--- config.mk ---
export PLATFORM = sky130hd
export DESIGN_NAME = mem_stage_ctrl
export DESIGN_NICKNAME = d
export VERILOG_FILES = /design/src/rtl/mem_stage_ctrl.sv
export SDC_FILE = /design/constraint.sdc
export NUM_CORES = 1
export LEC_CHECK = 0
export BUFFER_PORTS_ARGS = -buffer_cell sky130_fd_sc_hd__buf_4
export CORE_ASPECT_RATIO = 0.9
export CORE_MARGIN = 1
export CORE_UTILIZATION = 49
export DETAILED_ROUTE_END_ITERATION = 10
export PLACE_DENSITY = 0.85
export SLEW_MARGIN = 20
export SYNTH_ARGS = -nofsm -noshare
export SYNTH_HDL_FRONTEND = slang
export SYNTH_SLANG_ARGS = --single-unit
--- constraint.sdc ---
create_clock -name clk -period 3.5 [get_ports clk]
set_input_delay 0.7 -clock clk [delete_from_list [all_inputs] [get_ports clk]]
set_output_delay 0.7 -clock clk [all_outputs]
set_load 0.03 [all_outputs]
--- src/rtl/mem_stage_ctrl.sv ---
// Memory-access pipeline stage with integrated MEM/WB result register and Done handshake.
// Optional watchdog on the memory wait is enabled by defining MEM_TIMEOUT_EN.
module mem_stage_ctrl #(
  parameter int DATA_W  = 16,
  parameter int ADDR_W  = 16,
  parameter int REG_W   = 3,
  parameter int TIMEOUT = 64
) (
  input  logic              clk,
  input  logic              rst,
  input  logic              in_valid,
  input  logic              mem_en,
  input  logic              mem_wr,
  input  logic              mem_to_reg,
  input  logic              reg_write_in,
  input  logic [REG_W-1:0]  write_reg_in,
  input  logic [ADDR_W-1:0] addr,
  input  logic [DATA_W-1:0] wdata,
  output logic              m_rd,
  output logic              m_wr,
  output logic [ADDR_W-1:0] m_addr,
  output logic [DATA_W-1:0] m_wdata,
  input  logic [DATA_W-1:0] m_rdata,
  input  logic              m_done,
  input  logic              m_err,
  output logic              stall,
  output logic              out_valid,
  output logic [DATA_W-1:0] wb_data,
  output logic              reg_write_out,
  output logic [REG_W-1:0]  write_reg_out,
  output logic              err
);
  typedef enum logic {IDLE, BUSY} state_t;

  state_t             state;
  logic               cap_m2r;
  logic               cap_rw;
  logic [REG_W-1:0]   cap_wreg;
  logic [ADDR_W-1:0]  cap_addr;
  logic               accept;
  logic               tmo;

  assign accept = (state == IDLE) && in_valid && mem_en && !addr[0];

`ifdef MEM_TIMEOUT_EN
  logic [15:0] wdog;

  // Fires in the last waiting cycle so the stage is back in IDLE exactly TIMEOUT cycles later.
  assign tmo = (state == BUSY) && !m_done && (wdog == 16'(TIMEOUT - 1));

  always_ff @(posedge clk) begin
    if (!rst || accept) wdog <= '0;
    else if (state == BUSY && !m_done) wdog <= wdog + 16'd1;
  end
`else
  logic unused_timeout;
  assign tmo            = 1'b0;
  assign unused_timeout = (TIMEOUT > 1);
`endif

  // Strobes and stall are gated by reset so nothing leaks out while the stage is held.
  assign m_rd    = rst && accept && !mem_wr;
  assign m_wr    = rst && accept && mem_wr;
  assign m_addr  = addr;
  assign m_wdata = wdata;
  assign stall   = rst && (accept || ((state == BUSY) && !m_done && !tmo));

  always_ff @(posedge clk) begin
    if (!rst) begin
      state         <= IDLE;
      out_valid     <= 1'b0;
      wb_data       <= '0;
      reg_write_out <= 1'b0;
      write_reg_out <= '0;
      err           <= 1'b0;
      cap_m2r       <= 1'b0;
      cap_rw        <= 1'b0;
      cap_wreg      <= '0;
      cap_addr      <= '0;
    end else begin
      out_valid <= 1'b0;
      case (state)
        IDLE: begin
          if (in_valid) begin
            if (!mem_en) begin
              wb_data       <= DATA_W'(addr);
              reg_write_out <= reg_write_in;
              write_reg_out <= write_reg_in;
              err           <= 1'b0;
              out_valid     <= 1'b1;
            end else if (addr[0]) begin
              wb_data       <= '0;
              reg_write_out <= 1'b0;
              write_reg_out <= write_reg_in;
              err           <= 1'b1;
              out_valid     <= 1'b1;
            end else begin
              cap_m2r  <= mem_to_reg;
              cap_rw   <= reg_write_in;
              cap_wreg <= write_reg_in;
              cap_addr <= addr;
              state    <= BUSY;
            end
          end
        end
        BUSY: begin
          if (m_done) begin
            wb_data       <= cap_m2r ? m_rdata : DATA_W'(cap_addr);
            err           <= m_err;
            reg_write_out <= cap_rw && !m_err;
            write_reg_out <= cap_wreg;
            out_valid     <= 1'b1;
            state         <= IDLE;
          end else if (tmo) begin
            wb_data       <= '0;
            err           <= 1'b1;
            reg_write_out <= 1'b0;
            write_reg_out <= cap_wreg;
            out_valid     <= 1'b1;
            state         <= IDLE;
          end
        end
      endcase
    end
  end
endmodule

==> run_results.csv <==
group,metric,value,unit
run_status,outcome,"completed",
die,dieArea,0.00496,mm^2
timing,fin_crit,2740,ps
hold_path,min_path_type,"reg -> reg",
pwr,peakVddDrop,250,uV
clock_tree,root_buffer,"clkbuf_8",
detailed_routing,firstDrtPassIters,4,
clock_tree,cts_tree,"done",
detailed_routing,route.vias.total,1946,
clock_tree,clock_sinks,43,
clock_tree,path_clk_slew,70,ps
timing,max_slew.worst_pin.slew,976,ps
synthesis,synth.largest_area_cell,"dfxtp_1",
placed_design,portBuffers,84,
detailed_routing,drc,0,
cells_and_area,finalCoreUtilization,0.609,
placed_design,gp_congestion,0.803,
timing,final.setup.tns,0,ps
placed_design,dp_hpwl,3740,um
clock_tree,cts_hold_buf,0,
cells_and_area,final_area,0.00272,mm^2
detailed_routing,first_iter_violations,111,
die,die_w,74.1,um
timing,fmax,0.365,GHz
detailed_routing,antenna_left,0,
worst_setup_path,cp_max_fo,21,
cells_and_area,layout_common_cells,"88 x buf_4, 45 x nand2_1, 43 x dfxtp_1",
synthesis,syn_avg_cell_area,8.99,um^2
synthesis,synth_seq_area_share,0.376,
pwr,power.leakage,1.22,nW
global_routing,antenna_found_initial,0,
synthesis,yosysWarningCount,0,
die,rows,23,
pwr,pwr_density_cell,403,mW/mm^2
clock_tree,cts_max_level,2,
synthesis,synthTopCellsByArea,"dfxtp_1 38%, buf_4 12%, mux2i_1 8.3%",
clock_tree,clock_path_buffers,2,
pwr,power,1.09,mW
cells_and_area,fill_cells,408,
global_routing,overflow,0,
worst_setup_path,ff2ff_path_depth,3,
timing,max-slew-margin-rel,0.348,
worst_setup_path,cp-end-kind,"output port",
die,io_pins,117,
die,initial_core_util,0.514,
cells_and_area,final_nets,356,
synthesis,yosys.area.top_type_share,0.376,
timing,hold_violations,0,
worst_setup_path,startpoint_type,"input port",
clock_tree,cts_setup_buffers,0,
timing,finalMaxSlewViolations,0,
die,die_h,66.9,um
placed_design,place_area,0.00264,mm^2
synthesis,syn-cell-area,0.00229,mm^2
cells_and_area,drive_above_1_share,0.322,
worst_setup_path,crit_arrival,2040,ps
hold_path,hold_depth,2,
cells_and_area,area_growth,18.4,%
worst_setup_path,crit_required,2800,ps
synthesis,synthCells,255,
cells_and_area,antenna_cells,0,
detailed_routing,wl_per_cell,15.0,um
global_routing,grt_first_pass_wirelength,8200,um
global_routing,grtUsageTotal,0.225,
synthesis,synth-seq-cells,43,
clock_tree,clkLatencyLatePin,300,ps
run,cap_violations,0,
synthesis,syn-num-nets,315,
clock_tree,cts_buffers,5,
detailed_routing,drt-total-wl,5360,um
worst_setup_path,path_class,"in -> out",
global_routing,grt_max_degree,25,
clock_tree,postCtsResizedCells,0,
global_routing,grt_pass1_vias,1809,
timing,final-setup-viol-count,0,
die,core_area,0.00446,mm^2
timing,layout_worst_path_cycle_share,0.782,
cells_and_area,layout_commonest_cell,"buf_4",
timing,rsz0062_at_grt,"no",
detailed_routing,vias_per_cell,5.45,
timing,skew,5.35,ps
synthesis,yosysUniqueCellTypes,28,
-- per-layer routing --
layer / track usage / routed length (um)
met1: 0.282 / 2360
met2: 0.356 / 2410
met3: 0.0545 / 475
met4: 0.115 / 107
met5: 0 / 0
-- cells by family after synthesis --
| group | after synthesis | share of synthesized area |
|---|---|---|
| and+or+nand+nor | 75 | 0.157 |
| AOI/OAI and AO/OA | 62 | 0.212 |
| buffers and inverters | 56 | 0.172 |
| DFF | 43 | 0.376 |
| muxes | 19 | 0.0830 |
-- registers in the layout (all words and copies together), names as in the netlist --
signal and flops:
cap_rw 1, cap_addr 15, err 1, out_valid 1, wb_data 16, cap_wreg 3
state 1, reg_write_out 1, write_reg_out 3, cap_m2r 1
-- worst paths after layout --
path               start          endpoint  slack (ps)
max               mem_en              m_rd         760
min          cap_wreg[1]       cap_wreg[1]         450
max reg2reg        state  write_reg_out[1]        1570
min reg2reg  cap_wreg[1]       cap_wreg[1]         450
-- critical path, stage by stage --
cell       delay, ps
buf_4            200
nand4bb_1        520
nor3_1           390
buf_4            220
-- synth_stat cells --
cell type / instances
or2b_1: 1
nor2_1: 3
a211oi_2: 1
buf_2: 7
a32oi_1: 16
a21o_4: 1
buf_4: 37
o32a_1: 1
inv_1: 1
a211oi_1: 1
buf_6: 5
and2_1: 2
o211a_1: 15
dfxtp_1: 43
o211ai_1: 3
nor3_1: 1
nand2b_1: 19
clkbuf_1: 4
a221oi_1: 2
a21oi_1: 22
nand4bb_1: 1
buf_1: 1
nand2_1: 45
mux2i_1: 19
clkinv_1: 1
and3_1: 1
nor2b_1: 1
and4bb_1: 1
-- layout make-up --
class	instances	area, um^2	area share
inverter	2	7.51	0.00276
clock buffer	6	72.6	0.0267
sequential	43	861	0.317
multi-input combinational	156	1040	0.382
tap	62	77.6	0.0286
timing repair buffer	88	661	0.243
-- metrics by stage --
stage	hold WS (ps)	std cells	setup slack [ps]
after detailed placement	446	351	773
final	454	357	762
after floorplan	431	255	933
after global placement	439	351	769
after CTS	457	357	762
after global routing	474	357	609
-- where the power goes --
part,switching (mW),internal [mW]
clock network,0.159,0.133
registers,0.0207,0.518
logic,0.147,0.116
No activity file was read; power rests on OpenSTA's default activity.
